File: src/rtl/commit_retire_ctrl_pkg.sv
// Shared types for the commit/retire controller: execution states, refetch kinds,
// recovery classes, commit phases and the per-lane recovery classifier.
package commit_retire_ctrl_pkg;

    localparam int MAX_COMMIT_WIDTH = 8;

    // Wide enough for 0..MAX_COMMIT_WIDTH, so "no tail in window" can be encoded as W.
    typedef logic [3:0] lane_idx_t;
    typedef logic [3:0] lane_cnt_t;

    typedef enum logic [3:0] {
        EXEC_NOT_FINISHED          = 4'd0,
        EXEC_SUCCESS               = 4'd1,
        EXEC_REFETCH_NEXT          = 4'd2,
        EXEC_REFETCH_THIS          = 4'd3,
        EXEC_SL_FWD_MISS           = 4'd4,
        EXEC_TRAP_ECALL            = 4'd5,
        EXEC_TRAP_EBREAK           = 4'd6,
        EXEC_INSN_MISALIGNED       = 4'd7,
        EXEC_FAULT_LOAD_MISALIGNED = 4'd8,
        EXEC_FAULT_STORE_MISALIGNED= 4'd9,
        EXEC_FAULT_LOAD_ACCESS     = 4'd10,
        EXEC_FAULT_STORE_ACCESS    = 4'd11,
        EXEC_FAULT_INSN_ILLEGAL    = 4'd12,
        EXEC_FAULT_INSN_ACCESS     = 4'd13
    } exec_state_e;

    typedef enum logic [2:0] {
        RT_THIS_PC        = 3'd0,
        RT_NEXT_PC        = 3'd1,
        RT_BRANCH_TARGET  = 3'd2,
        RT_STORE_NEXT_PC  = 3'd3,
        RT_NEXT_PC_TO_CSR = 3'd4,
        RT_THIS_PC_TO_CSR = 3'd5
    } refetch_type_e;

    typedef enum logic [1:0] {
        RC_NONE = 2'd0,
        RC_HEAD = 2'd1,
        RC_TAIL = 2'd2
    } recov_class_e;

    typedef enum logic [1:0] {
        PH_COMMIT = 2'd0,
        PH_REQ    = 2'd1,
        PH_WAIT   = 2'd2
    } commit_phase_e;

    typedef struct packed {
        recov_class_e  cls;
        refetch_type_e rtype;
    } lane_class_t;

    function automatic lane_class_t classify_exec_state(exec_state_e st, logic is_branch,
                                                        logic is_store);
        lane_class_t c;
        c.cls   = RC_NONE;
        c.rtype = RT_THIS_PC;
        case (st)
            EXEC_REFETCH_NEXT: begin
                c.cls = RC_TAIL;
                if (is_branch)     c.rtype = RT_BRANCH_TARGET;
                else if (is_store) c.rtype = RT_STORE_NEXT_PC;
                else               c.rtype = RT_NEXT_PC;
            end
            EXEC_REFETCH_THIS, EXEC_SL_FWD_MISS: begin
                c.cls   = RC_HEAD;
                c.rtype = RT_THIS_PC;
            end
            EXEC_TRAP_ECALL, EXEC_TRAP_EBREAK, EXEC_INSN_MISALIGNED: begin
                c.cls   = RC_TAIL;
                c.rtype = RT_NEXT_PC_TO_CSR;
            end
            EXEC_FAULT_LOAD_MISALIGNED, EXEC_FAULT_STORE_MISALIGNED, EXEC_FAULT_LOAD_ACCESS,
            EXEC_FAULT_STORE_ACCESS, EXEC_FAULT_INSN_ILLEGAL, EXEC_FAULT_INSN_ACCESS: begin
                c.cls   = RC_HEAD;
                c.rtype = RT_THIS_PC_TO_CSR;
            end
            default: ;
        endcase
        return c;
    endfunction

endpackage

File: src/rtl/commit_insn_range.sv
// Combinational view of the active-list head window: leading finished ops, the retirable
// instruction range, and per-lane head/tail-of-instruction lane pointers.
module commit_insn_range
    import commit_retire_ctrl_pkg::*;
#(
    parameter int COMMIT_WIDTH = 4,
    parameter int AL_CNT_WIDTH = 7
) (
    input  logic [AL_CNT_WIDTH-1:0] al_valid_num_i,
    input  exec_state_e             exec_state_i [COMMIT_WIDTH],
    input  logic [COMMIT_WIDTH-1:0] last_i,
    input  logic                    step_mode_i,
    output lane_cnt_t               insn_range_o,
    output lane_idx_t               head_ptr_o [COMMIT_WIDTH],
    output lane_idx_t               tail_ptr_o [COMMIT_WIDTH]
);

    lane_cnt_t fin_ops;
    lane_idx_t cur_head;
    lane_idx_t cur_tail;

    always_comb begin
        fin_ops = '0;
        for (int i = 0; i < COMMIT_WIDTH; i++) begin
            if (int'(fin_ops) == i && int'(al_valid_num_i) > i &&
                exec_state_i[i] != EXEC_NOT_FINISHED)
                fin_ops = lane_cnt_t'(i + 1);
        end
    end

    // Step mode keeps the first instruction boundary instead of the last one.
    always_comb begin
        insn_range_o = '0;
        for (int i = 0; i < COMMIT_WIDTH; i++) begin
            if (i < int'(fin_ops) && last_i[i] && (!step_mode_i || insn_range_o == '0))
                insn_range_o = lane_cnt_t'(i + 1);
        end
    end

    always_comb begin
        cur_head = '0;
        for (int i = 0; i < COMMIT_WIDTH; i++) begin
            head_ptr_o[i] = cur_head;
            if (last_i[i])
                cur_head = lane_idx_t'(i + 1);
        end
    end

    always_comb begin
        cur_tail = lane_idx_t'(COMMIT_WIDTH);
        for (int i = COMMIT_WIDTH - 1; i >= 0; i--) begin
            if (last_i[i])
                cur_tail = lane_idx_t'(i);
            tail_ptr_o[i] = cur_tail;
        end
    end

endmodule

File: src/rtl/commit_retire_ctrl.sv
// Commit decision and recovery-request sequencing for the active-list head.
// PH_COMMIT: retire | PH_REQ: hold request until ready | PH_WAIT: await recovery_done
module commit_retire_ctrl
    import commit_retire_ctrl_pkg::*;
#(
    parameter int COMMIT_WIDTH    = 4,
    parameter int AL_CNT_WIDTH    = 7,
    parameter int PC_WIDTH        = 32,
    parameter int RETIRE_CNT_W    = 64,
    parameter int DEADLOCK_CYCLES = 500,
    localparam int IDX_W = (COMMIT_WIDTH > 1) ? $clog2(COMMIT_WIDTH) : 1,
    localparam int CNT_W = $clog2(COMMIT_WIDTH + 1)
) (
    input  logic                    clk,
    input  logic                    rst,
    input  logic [AL_CNT_WIDTH-1:0] al_valid_num_i,
    input  exec_state_e             head_exec_state_i [COMMIT_WIDTH],
    input  logic [COMMIT_WIDTH-1:0] head_last_i,
    input  logic [COMMIT_WIDTH-1:0] head_is_branch_i,
    input  logic [COMMIT_WIDTH-1:0] head_is_store_i,
    input  logic [COMMIT_WIDTH-1:0] head_is_load_i,
    input  logic [PC_WIDTH-1:0]     head_pc_i [COMMIT_WIDTH],
    input  logic                    step_mode_i,
    output logic                    recov_req_valid_o,
    input  logic                    recov_req_ready_i,
    output refetch_type_e           recov_req_type_o,
    output exec_state_e             recov_req_cause_o,
    output logic [IDX_W-1:0]        recov_req_index_o,
    input  logic                    recovery_done_i,
    output logic [COMMIT_WIDTH-1:0] commit_mask_o,
    output logic [CNT_W-1:0]        commit_num_o,
    output logic [CNT_W-1:0]        commit_load_num_o,
    output logic [CNT_W-1:0]        commit_store_num_o,
    output logic [PC_WIDTH-1:0]     last_commit_pc_o,
    output logic [RETIRE_CNT_W-1:0] retired_count_o,
    output logic                    deadlock_o
);

    localparam int WD_W = $clog2(DEADLOCK_CYCLES + 2);

    lane_cnt_t   insn_range;
    lane_idx_t   head_ptr   [COMMIT_WIDTH];
    lane_idx_t   tail_ptr   [COMMIT_WIDTH];
    lane_class_t lane_cls   [COMMIT_WIDTH];
    lane_idx_t   lane_point [COMMIT_WIDTH];

    commit_phase_e           phase_q, phase_d;
    logic                    valid_q, valid_d;
    refetch_type_e           type_q, type_d;
    exec_state_e             cause_q, cause_d;
    logic [IDX_W-1:0]        index_q, index_d;
    logic [PC_WIDTH-1:0]     pc_q, pc_d;
    logic [RETIRE_CNT_W-1:0] retired_q, retired_d;
    logic [WD_W-1:0]         wd_q, wd_d;
    logic                    dead_q, dead_d;

    logic                    trig;
    lane_idx_t               win_lane;
    lane_idx_t               win_point;
    logic                    win_tail;
    refetch_type_e           win_type;
    exec_state_e             win_cause;
    logic [COMMIT_WIDTH-1:0] mask;
    lane_cnt_t               n_commit, n_load, n_store, n_insn;

    commit_insn_range #(
        .COMMIT_WIDTH (COMMIT_WIDTH),
        .AL_CNT_WIDTH (AL_CNT_WIDTH)
    ) u_insn_range (
        .al_valid_num_i (al_valid_num_i),
        .exec_state_i   (head_exec_state_i),
        .last_i         (head_last_i),
        .step_mode_i    (step_mode_i),
        .insn_range_o   (insn_range),
        .head_ptr_o     (head_ptr),
        .tail_ptr_o     (tail_ptr)
    );

    always_comb begin
        for (int i = 0; i < COMMIT_WIDTH; i++) begin
            lane_cls[i]   = classify_exec_state(head_exec_state_i[i], head_is_branch_i[i],
                                                head_is_store_i[i]);
            lane_point[i] = (lane_cls[i].cls == RC_HEAD) ? head_ptr[i] : tail_ptr[i];
        end
    end

    // Earliest recovery point wins; strict compare leaves ties with the lower lane.
    always_comb begin
        trig      = 1'b0;
        win_lane  = '0;
        win_point = '0;
        win_tail  = 1'b0;
        win_type  = RT_THIS_PC;
        win_cause = EXEC_SUCCESS;
        for (int i = 0; i < COMMIT_WIDTH; i++) begin
            if (i < int'(insn_range) && lane_cls[i].cls != RC_NONE &&
                (!trig || lane_point[i] < win_point)) begin
                trig      = 1'b1;
                win_lane  = lane_idx_t'(i);
                win_point = lane_point[i];
                win_tail  = (lane_cls[i].cls == RC_TAIL);
                win_type  = lane_cls[i].rtype;
                win_cause = head_exec_state_i[i];
            end
        end
    end

    always_comb begin
        mask = '0;
        if (phase_q == PH_COMMIT) begin
            for (int i = 0; i < COMMIT_WIDTH; i++) begin
                if (trig)
                    mask[i] = (i < int'(win_point)) || (i == int'(win_point) && win_tail);
                else
                    mask[i] = (i < int'(insn_range));
            end
        end
    end

    always_comb begin
        n_commit = '0;
        n_load   = '0;
        n_store  = '0;
        n_insn   = '0;
        pc_d     = pc_q;
        for (int i = 0; i < COMMIT_WIDTH; i++) begin
            n_commit = n_commit + lane_cnt_t'(mask[i]);
            n_load   = n_load   + lane_cnt_t'(mask[i] & head_is_load_i[i]);
            n_store  = n_store  + lane_cnt_t'(mask[i] & head_is_store_i[i]);
            n_insn   = n_insn   + lane_cnt_t'(mask[i] & head_last_i[i]);
            if (mask[i])
                pc_d = head_pc_i[i];
        end
        retired_d = retired_q + RETIRE_CNT_W'(n_insn);
    end

    always_comb begin
        wd_d = wd_q;
        if (mask != '0 || phase_q == PH_WAIT)
            wd_d = '0;
        else if (wd_q != '1)
            wd_d = wd_q + 1'b1;
        dead_d = dead_q;
        if (DEADLOCK_CYCLES > 0 && int'(wd_d) > DEADLOCK_CYCLES)
            dead_d = 1'b1;
    end

    always_comb begin
        phase_d = phase_q;
        valid_d = valid_q;
        type_d  = type_q;
        cause_d = cause_q;
        index_d = index_q;
        case (phase_q)
            PH_COMMIT: begin
                if (trig) begin
                    phase_d = PH_REQ;
                    valid_d = 1'b1;
                    type_d  = win_type;
                    cause_d = win_cause;
                    index_d = IDX_W'(win_lane);
                end
            end
            PH_REQ: begin
                if (valid_q && recov_req_ready_i) begin
                    phase_d = PH_WAIT;
                    valid_d = 1'b0;
                end
            end
            PH_WAIT: begin
                if (recovery_done_i)
                    phase_d = PH_COMMIT;
            end
            default: begin
                phase_d = PH_COMMIT;
                valid_d = 1'b0;
            end
        endcase
    end

    always_ff @(posedge clk or posedge rst) begin
        if (rst) begin
            phase_q   <= PH_COMMIT;
            valid_q   <= 1'b0;
            type_q    <= RT_THIS_PC;
            cause_q   <= EXEC_SUCCESS;
            index_q   <= '0;
            pc_q      <= '0;
            retired_q <= '0;
            wd_q      <= '0;
            dead_q    <= 1'b0;
        end else begin
            phase_q   <= phase_d;
            valid_q   <= valid_d;
            type_q    <= type_d;
            cause_q   <= cause_d;
            index_q   <= index_d;
            pc_q      <= pc_d;
            retired_q <= retired_d;
            wd_q      <= wd_d;
            dead_q    <= dead_d;
        end
    end

    assign commit_mask_o      = mask;
    assign commit_num_o       = CNT_W'(n_commit);
    assign commit_load_num_o  = CNT_W'(n_load);
    assign commit_store_num_o = CNT_W'(n_store);
    assign recov_req_valid_o  = valid_q;
    assign recov_req_type_o   = type_q;
    assign recov_req_cause_o  = cause_q;
    assign recov_req_index_o  = index_q;
    assign last_commit_pc_o   = pc_q;
    assign retired_count_o    = retired_q;
    assign deadlock_o         = dead_q;

endmodule

File: config.mk
export PLATFORM = sky130hd
export DESIGN_NAME = commit_retire_ctrl
export DESIGN_NICKNAME = d
export VERILOG_FILES = /design/src/rtl/commit_retire_ctrl_pkg.sv /design/src/rtl/commit_insn_range.sv /design/src/rtl/commit_retire_ctrl.sv
export SDC_FILE = /design/constraint.sdc
export NUM_CORES = 1
export LEC_CHECK = 0
export ABC_CLOCK_PERIOD_IN_PS = 7650
export CORE_MARGIN = 2
export CORE_UTILIZATION = 41
export CTS_CLUSTER_SIZE = 20
export DETAILED_ROUTE_END_ITERATION = 10
export PLACE_DENSITY = 0.78
export SETUP_SLACK_MARGIN = 0.4
export SLEW_MARGIN = 20
export SYNTH_ARGS = -nofsm -noshare
export SYNTH_HDL_FRONTEND = slang
export SYNTH_SLANG_ARGS = --single-unit
File: constraint.sdc
create_clock -name clk -period 7.65 [get_ports clk]
set_clock_uncertainty 0.05 [all_clocks]
set_input_delay 0.765 -clock clk [delete_from_list [all_inputs] [get_ports clk]]
set_output_delay 0.765 -clock clk [all_outputs]
set_load 0.03 [all_outputs]
# == Word-level counts from Yosys, hierarchy flattened ==
# Index checks and enable logic that the tools add are counted.
# totals
ff_bits,118
latchBits,0
ram_bits,0
mem_bits_ro,0
inputBits,172
output_inout_bits,120
elab_cells,266
n_memories,0
# op_classes
add_sub_neg,14
multipliers,0
div_mod_pow,0
n_lt_le_gt_ge,20
eq_ne,68
shift,0
mux,72
n_bitwise,13
n_reduce_logical,70
# op_table
op,n
32-bit 2-to-1 mux,4
4-bit equality test (second input constant),24
5-bit case mux with 4 select lines,4
4-bit by 3-bit equality test with 1-bit output (second input constant),18
64-bit by 4-bit adder with 64-bit output,1
4-bit 2-to-1 mux,16
4-bit by 2-bit equality test with 1-bit output (second input constant),9
2-bit 2-to-1 mux,17
3-bit 2-to-1 mux,9
1-bit logical AND,26
1-bit by 4-bit < comparator with 1-bit output (first input constant),6
2-bit by 4-bit < comparator with 1-bit output (first input constant),6
6-bit OR reduction,4
4-bit nonzero test,5
1-bit 2-to-1 mux,18
9-bit 2-to-1 mux,2
4-bit logical NOT,4
7-bit by 1-bit greater-than comparator with 1-bit output (second input constant),2
7-bit by 2-bit greater-than comparator with 1-bit output (second input constant),2
2-bit by 1-bit adder with 3-bit output,4
1-bit AND,12
4-bit < comparator,3
3-bit OR reduction,4
1-bit logical OR,11
other kinds (20),46

# == Longest topological paths before layout ==
# Gate-level depths: netlist of the first run.
# logic_depth
ltp_word,55
ltp_mapped,44
ltp_nobuf,42

# == Cells and area by module ==
# A second synthesis of the first run with hierarchy kept.
# unflattened
hier_cells,934
area_unflattened_um2,8376.8
# by_module_without_submodules
module,instances,cells_each,area_each_um2,seq_area_each_um2
commit_retire_ctrl,1,870,7931.4,2954.1
commit_insn_range,1,64,445.4,0.0

# == Least setup slack after synthesis of the first run ==
# No wires, ideal clock.
# synth_path
path_kind,input to register
start,in head_exec_state_i[5] (netlist bit)
end,reg retired_q[60] (netlist: retired_count_o[60])
setup_ps,134
arrival_time_ps,9437
t_required_ps,7466
slack_ps,-1971
path_stages,40
n_path_buf,3
cell_sequence,buf_2 > o41ai_2 > a21oi_1 > nor4_1 > nor2_1 > nand4_1 > ha_1 > o21a_1 > o32ai_1 > o221ai_1 > mux2_2 > ha_1 > o2111a_1 > a41o_1 > o211ai_1 > nand2_1 > ha_1 > or3_1 > [4 not listed] > and3_4 > a211oi_4 > buf_4 > buf_2 > nand2_1 > fa_1 > inv_1 > fa_1 > fa_1 > and3_1 > nand2_1 > nor4_1 > nand3_1 > nor3_1 > nand2_1 > nor3_1 > nand2_1 > xnor2_1
# synth_between
word_cells_on_any_way,109
classes_between,add/sub: 4; order compare: 15; eq/ne: 18; mux: 25; bitwise: 4; reduce/logical: 43
# synth_lines
item,line_no,rtl
start: declaration,commit_retire_ctrl.sv:17,"input exec_state_e head_exec_state_i [COMMIT_WIDTH],"
branches (longest 40 deep; another with 1-bit by 4-bit < comparator with 1-bit output),--,
1-bit 2-to-1 mux (*),commit_retire_ctrl.sv:112,if (trig)
4-bit 2-to-1 mux (*),commit_retire_ctrl.sv:110,if (phase_q == PH_COMMIT) begin
named net commit_mask_o[2],commit_retire_ctrl.sv:30,"output logic [COMMIT_WIDTH-1:0] commit_mask_o,"
1-bit AND (*),commit_retire_ctrl.sv:130,n_insn = n_insn + lane_cnt_t'(mask[i] & head_last_i[i]);
2-bit by 1-bit adder with 3-bit output (*),commit_retire_ctrl.sv:130,
3-bit by 1-bit adder with 4-bit output (*),commit_retire_ctrl.sv:130,
64-bit by 4-bit adder with 64-bit output (*),commit_retire_ctrl.sv:134,retired_d = retired_q + RETIRE_CNT_W'(n_insn);
named net retired_d[60],commit_retire_ctrl.sv:53,"logic [RETIRE_CNT_W-1:0] retired_q, retired_d;"
end signal: assignment,commit_retire_ctrl.sv:199,retired_q <= retired_d;
end: declaration,commit_retire_ctrl.sv:53,
# Mark *: on every way through the listed nets, which the timed path passes.
# A chain may end at the register's enable or synchronous reset.

# == Final worst setup path of the first run ==
# layout_path
start,in al_valid_num_i[6]
end,reg retired_q[57] (netlist: retired_count_o[57])
# layout_between
elab_chain_cells,55
word_cells_on_any_way,100
classes_between,add/sub: 4; order compare: 19; eq/ne: 6; mux: 25; bitwise: 4; reduce/logical: 42
# layout_lines
item,line_no,rtl
start: declaration,commit_retire_ctrl.sv:16,"input logic [AL_CNT_WIDTH-1:0] al_valid_num_i,"
7-bit by 1-bit greater-than comparator with 1-bit output,commit_insn_range.sv:25,if (int'(fin_ops) == i && int'(al_valid_num_i) > i &&
1-bit logical AND,commit_insn_range.sv:25,
1-bit 2-to-1 mux,commit_insn_range.sv:25,
4-bit by 2-bit equality test with 1-bit output,commit_insn_range.sv:25,
1-bit logical AND (2 in a row),commit_insn_range.sv:25,
4-bit 2-to-1 mux,commit_insn_range.sv:25,
4-bit by 3-bit equality test with 1-bit output,commit_insn_range.sv:25,
1-bit logical AND (2 in a row),commit_insn_range.sv:25,
[20 not listed],--,
branches (longest 19 deep; another with 1-bit by 4-bit < comparator with 1-bit output),--,
4-bit 2-to-1 mux (*),commit_retire_ctrl.sv:110,
1-bit AND,commit_retire_ctrl.sv:130,
1-bit by 1-bit adder with 2-bit output,commit_retire_ctrl.sv:130,
2-bit by 1-bit adder with 3-bit output,commit_retire_ctrl.sv:130,
3-bit by 1-bit adder with 4-bit output (*),commit_retire_ctrl.sv:130,
64-bit by 4-bit adder with 64-bit output (*),commit_retire_ctrl.sv:134,
named net retired_d[57],commit_retire_ctrl.sv:53,
# Marked as above.

==> results of run 1 <==
cell usage in the layout (no fill, tap or decap), types with 6 or more instances in the layout:
cell type	count
nand2_4	8
a31oi_1	9
clkbuf_16	21
a21oi_2	8
nand3_2	15
o21ai_0	19
o211ai_1	11
xor2_1	19
xnor2_2	10
inv_1	12
o31ai_2	29
nor2_1	47
and2_1	12
buf_4	186
ha_4	9
a21oi_1	15
o21a_1	8
dfrtp_1	117
a22oi_1	30
buf_2	10
clkinv_2	6
clkdlybuf4s50_1	252
nand2b_1	7
nor3_1	71
nor2_4	9
nand4_1	15
nand2_2	9
xnor2_1	36
buf_12	7
nand2_1	52
nand3_1	22
buf_6	49
a21boi_4	16
and3_1	18
a21boi_2	13
per-stage QoR:
step	TNS (ps)	power (mW)	instances
after floorplan	-33240	2.13	851
after global placement	-75820	2.85	1503
after global routing	-70820	4.37	1625
after detailed placement	-104480	2.90	1503
after CTS	-6700	3.76	1579
final	-46610	4.20	1625
final cells by class:
type,instances,area (um^2),area share (%)
clock buffer,22,454,3.13
clock inverter,10,106,0.733
inverter,21,96.3,0.664
multi-input combinational,670,5640,38.8
sequential,118,2950,20.4
tap,260,325,2.24
timing repair buffer,524,4940,34.0
layer usage:
layer  vias to the layer above  wire [um]  track usage (%)
li1                       4142          -                -
met1                      4603      13700             38.2
met2                       571      17700             52.0
met3                       184       3110             6.94
met4                         0       1960             11.6
met5                         -          0                0
flip-flops by register name, indices dropped and copies added (netlist names):
name               flops
last_commit_pc_o      32
recov_req_valid_o      1
recov_req_cause_o      4
recov_req_type_o       3
deadlock_o             1
wd_q                   9
recov_req_index_o      2
phase_q                2
retired_count_o       64
timing repair:
| item | 4_1_cts | 5_1_grt |
|---|---|---|
| gates cloned | 0 | 6 |
| setup buffers | 44 | 40 |
| pin swaps | 73 | 90 |
| setup endpoints to repair | 119 | 117 |
| gates resized for setup | 190 | 113 |
tightest hold or removal path: stages, from the launching register on:
cell	delay (ps)
dfrtp_1	340
inv_1	50
o31ai_2	50
path summary, 6_finish.rpt:
kind	to	slack [ps]	cells after the start
worst max register to register	retired_count_o[57]$_DFF_PP0_	3470	21
worst min register to register	deadlock_o$_DFFE_PP0N_	420	2
min in group asynchronous	last_commit_pc_o[11]$_DFFE_PP0P_	780	2
max in group asynchronous	last_commit_pc_o[23]$_DFFE_PP0P_	5410	3
worst max-delay path	retired_count_o[57]$_DFF_PP0_	-970	45
worst min-delay path	deadlock_o$_DFFE_PP0N_	420	2
power breakdown:
part	internal [mW]	switching [mW]
clock	0.484	0.292
sequential	0.776	0.111
combinational	1.20	1.33
synthesized netlist by cell type (all sizes together), types with 7 or more instances:
cell type and count:
ha 15, nand4 15, a211oi 7, o21a 9, xnor2 46, nand2 69, o31ai 35, inv 21
o21ai 23, and2 17, nor4 9, nand3 40, buf 23, nor2b 7, a21oi 23, clkbuf 19
or2 9, and3 21, dfrtp 117, or3 7, a31oi 9, a22oi 31, a21boi 31, xor2 20
o211ai 11, nand2b 8, nor3 78, nor2 60
logic make-up after synthesis:
logic type,count (synthesis)
xor gates and xnor gates,66
and+or+nand+nor,353
DFF,118
buffers and inverters,63
AOI/OAI and AO/OA,217
other,1
adders and majority gates,21
muxes,10
==> impl_metrics.csv, run 1 <==
group,metric,value,unit
clock_network,cts_hold_repair.buffers,0,
grt,antenna_found_initial,0,
clock_network,cts_max_level,4,
timing,layout_setup_ws,-969,ps
worst_setup_path,critPathTopFamily,"simple AND/OR/NAND/NOR gates",
synthesis,synth_top_family_by_area,"compound AO/OA/AOI/OAI gates",
route,drt_wl_total,36500,um
finish,antenna_cells,0,
worst_setup_path,path_max_fanout,4,
worst_setup_path,worstSetupStartpoint,"al_valid_num_i[6]",
synthesis,syn_area,7900,um^2
synthesis,synth_flop_cell,"dfrtp_1",
power,ir_drop,0.000219,V
power,power.leakage,6.49,nW
finish,final_layout_size_suffix_gt1_share,37.1,%
floorplan,core,18800,um^2
clock_network,cts_tree,"built",
run_status,violations,"negative setup slack",
route,antenna_left,0,
hold_path,hold_path_class,"reg2reg",
synthesis,yosys.area_share.adder,3.89,%
timing,fin_crit,8620,ps
synthesis,yosys.area_share.simple,22.7,%
finish,fin_area,14500,um^2
timing,setup_viol,69,
worst_setup_path,worst_ep_required_time,7900,ps
floorplan,pin_count,292,
worst_setup_path,criticalPathCategory,"in2reg",
synthesis,synthTopCellsByArea,"dfrtp_1 (37%), xnor2_1 (5.1%), nor3_1 (4.9%)",
grt,grt-ovfl-total,0,
floorplan,initial_core_util,42.0,%
grt,grt_pass1_vias,9133,
synthesis,synth-seq-cells,118,
placed_design,port_buffers,291,
synthesis,synth_top_area_share,37.0,%
worst_setup_path,slowest_delay,460,ps
worst_setup_path,end_kind,"flop",
placed_design,dpl_cell_area,12300,um^2
clock_network,cts_made_buffers,17,
synthesis,synthDistinctLibCells,83,
synthesis,ys_seq_area_share,37.4,%
synthesis,synth_compound_area_share,23.6,%
timing,timing.hold.ws,421,ps
worst_setup_path,cp_data_arrival_time,8870,ps
synthesis,synth_top_area_cell,"dfrtp_1",
worst_setup_path,timing.rr.start,"phase_q[1]$_DFFE_PP0P_",
floorplan,die_area,20400,um^2
placed_design,gp_congestion,0.946,
synthesis,ys_warn_count,0,
placed_design,dpl.hpwl,22200,um
worst_setup_path,cpMaxStageDelayCell,"fa_1",
floorplan,std_cell_rows,50,
synthesis,synth-xor-area-share,7.31,%
finish,fillers,1108,
route,drc_errors,0,
timing,hold_viol,0,
synthesis,synth.area.mux_share,1.33,%
run_status,outcome,"finished, violations left",
grt,grt_max_degree,71,
power,power.density,289,nW/um^2
timing,period_share,113,%
synthesis,syn_avg_cell_area,9.31,um^2
timing,max_slew_margin,32.9,%
floorplan,die_w,143,um
timing,tightest_slew,999,ps
worst_setup_path,crit_path_frequent_cell,"buf_4",
hold_path,hold_path.startpoint,"deadlock_o$_DFFE_PP0N_",
timing,max_freq,116,MHz
timing,rsz0062_at_grt,"true",
job,cap_violations,0,
clock_network,path_clk_slew,50,ps
route,vias,9500,
route,drt-initial-drc-count,695,
synthesis,syn_inst,849,
route,vias_per_cell,5.85,
grt,track_usage,30.7,%
clock_network,cts_sinks,118,
worst_setup_path,path_buf_inv,6,
clock_network,clk_latency,420,ps
floorplan,die_h,143,um
finish,syn_to_final_growth,83.6,%
timing,maxSlewViolCount,0,
synthesis,synth_edf_count,0,
route,drt_pass1_iterations,6,
grt,grt_pass1_wl,48700,um
route,wire_per_inst,22.4,um
placed_design,dp_slack,-1600,ps
finish,final_util,77.0,%
synthesis,synthArstFlopShare,100,%
clock_network,cts_buffer_depth,2,
clock_network,cts-root-buf,"clkbuf_16",
finish,nNetsFinal,1545,
worst_setup_path,worst_setup_path_start_kind,"input port",
Note: power is estimated with default switching activity, not from simulation.
==> inputs of run 2 (changes only) <==
--- a/config.mk
+++ b/config.mk
@@ -10,7 +10,7 @@
 export CORE_UTILIZATION = 41
 export CTS_CLUSTER_SIZE = 20
 export DETAILED_ROUTE_END_ITERATION = 10
-export PLACE_DENSITY = 0.78
+export PLACE_DENSITY_LB_ADDON = 0.1
 export SETUP_SLACK_MARGIN = 0.4
 export SLEW_MARGIN = 20
 export SYNTH_ARGS = -nofsm -noshare
==> run 2 against run 1 <==
The run still ends with negative setup slack left; cell count down 1.0%; power down 1.2%; flip-flop and latch count unchanged; critical endpoint is now retired_count_o[54]$_DFF_PP0_; highest routed layer unchanged.
==> impl_metrics.csv, run 2 (synthesis gave the netlist of run 1 again) <==
group,metric,value,unit
run_status,outcome,"finished, violations left",
run_status,violations,"negative setup slack",
placed_design,dpl.hpwl,22000,um
worst_setup_path,cp_data_arrival_time,8630,ps
clock_network,clk_latency,420,ps
route,drc_errors,0,
floorplan,initial_core_util,42.0,%
finish,antenna_cells,0,
finish,final_util,76.3,%
floorplan,die_h,143,um
power,p_int,2.43,mW
grt,grt-ovfl-total,0,
floorplan,std_cell_rows,50,
grt,grt_pass1_wl,46200,um
clock_network,cts_max_level,4,
power,switching_share,41.4,%
grt,track_usage,29.1,%
clock_network,cts-root-buf,"clkbuf_16",
route,drt-initial-drc-count,645,
route,drt_pass1_iterations,6,
job,cap_violations,0,
finish,ff_latch_area,2950,um^2
floorplan,pin_count,292,
power,ir_drop,0.000230,V
route,antenna_left,0,
clock_network,cts_made_buffers,17,
clock_network,cts_tree,"built",
worst_setup_path,end_kind,"flop",
worst_setup_path,criticalPathCategory,"in2reg",
finish,nNetsFinal,1528,
route,vias,9085,
route,drt_wl_total,34000,um
floorplan,die_w,143,um
placed_design,gp_congestion,0.961,
power,pwr-share-seq,21.4,%
placed_design,port_buffers,291,
power,power_switching,1.72,mW
clock_network,cts_buffer_depth,2,
grt,grt_pass1_vias,8800,
grt,antenna_found_initial,0,
timing,fin_crit,8350,ps
floorplan,die_area,20400,um^2
worst_setup_path,worst_ep_required_time,7930,ps
power,power_frac_comb,59.8,%
power,power,4.15,mW
timing,hold_viol,0,
timing,period_share,109,%
worst_setup_path,cpMaxStageDelayCell,"fa_1",
finish,final_layout_size_suffix_gt1_share,35.5,%
timing,setup_viol,69,
finish,fillers,1288,
timing,maxSlewViolCount,0,
timing,layout_setup_ws,-699,ps
finish,largest_register_ffs,64,
finish,mostFrequentLayoutCells,"clkdlybuf4s50_1 (252), buf_4 (159), dfrtp_1 (117)",
power,power.density,289,nW/um^2
clock_network,cts_sinks,118,
finish,syn_to_final_growth,81.8,%
finish,multi_input_area,5530,um^2
timing,tightest_slew,922,ps
grt,grt_max_degree,71,
timing,tns,-32030,ps
worst_setup_path,slowest_delay,490,ps
hold_path,hold_path_class,"reg2reg",
power,power.leakage,6.35,nW
timing,rsz0062_at_grt,"true",
worst_setup_path,path_max_fanout,6,
finish,final_common_cell,"clkdlybuf4s50_1",
route,vias_per_cell,5.65,
worst_setup_path,crit_path_frequent_cell,"buf_4",
floorplan,core,18800,um^2
timing,max_slew_margin,38.6,%
power,clock_power_share,18.8,%
worst_setup_path,worst_setup_path_start_kind,"input port",
timing,max_freq,120,MHz
worst_setup_path,critPathTopFamily,"simple AND/OR/NAND/NOR gates",
route,wire_per_inst,21.1,um
clock_network,path_clk_slew,60,ps
worst_setup_path,path_buf_inv,12,
-- run 2: changes by cell type in the layout (fill, tap and decap cells not counted), sizes merged --
cell	delta
inv	+2
clkbuf	+1
dlygate4sd2	+5
buf	-30
clkdlybuf4s15	+4
clkinvlp	+3
clkinv	-2
-- run 2: routing by layer --
layer	global-route usage, %	vias up	part of all wire (%)
met4	9.28	0	3.6
met5	0	-	0
li1	-	4117	-
met2	49.0	474	49
met1	37.3	4406	40
met3	6.67	88	7.5
-- run 2: final timing paths --
check,start,endpoint,slack (ps),depth (start not counted)
max in group asynchronous,rst,retired_count_o[3]$_DFF_PP0_,5470,3
min in group asynchronous,rst,retired_count_o[39]$_DFF_PP0_,720,2
setup / recovery,head_last_i[0],retired_count_o[54]$_DFF_PP0_,-700,42
hold / removal,deadlock_o$_DFFE_PP0N_,deadlock_o$_DFFE_PP0N_,420,2
hold reg to reg,deadlock_o$_DFFE_PP0N_,deadlock_o$_DFFE_PP0N_,420,2
setup reg to reg,phase_q[0]$_DFFE_PP0P_,retired_count_o[54]$_DFF_PP0_,3600,18
-- run 2: area by class of cell --
class / instances / share of cell area (%)
clock inverter: 13 / 0.923
multi-input combinational: 670 / 38.5
sequential: 118 / 20.6
clock buffer: 19 / 3.01
tap: 260 / 2.26
timing repair buffer: 507 / 34.1
inverter: 21 / 0.636
-- run 2: what timing repair did --
item,in CTS,in global routing
setup endpoints to repair,119,117
pin swaps,78,53
hold buffers,0,0
hold endpoints to repair,0,0
setup buffers,42,26
gates resized for setup,156,98
gates cloned,0,7
-- run 2: power by group through the flow --
stage | Sequential, mW | Combinational, mW | Clock [mW]
floorplan | 1.11 | 1.01 | 0
global placement | 0.886 | 2.06 | 0
detailed placement | 0.888 | 2.08 | 0
CTS | 0.883 | 2.17 | 0.783
global route | 0.905 | 2.60 | 0.818
finish | 0.888 | 2.48 | 0.781
-- run 2: stage by stage --
step / area, um^2 / hold WS (ps) / setup WS (ps) / std cells
final: 14400 / 420 / -699 / 1608
after detailed placement: 12300 / 413 / -1570 / 1501
after global placement: 12300 / 400 / -1330 / 1501
after floorplan: 8210 / 455 / -1050 / 851
after global routing: 14400 / 449 / -943 / 1608
after CTS: 13600 / 427 / -332 / 1575
-- run 2: worst min-delay path, delay by kind of cell, from the launching register on --
kind | cells | cell delay, ps
buffers and inverters | 1 | 40
flip-flops | 1 | 340
AO/OA/AOI/OAI | 1 | 50
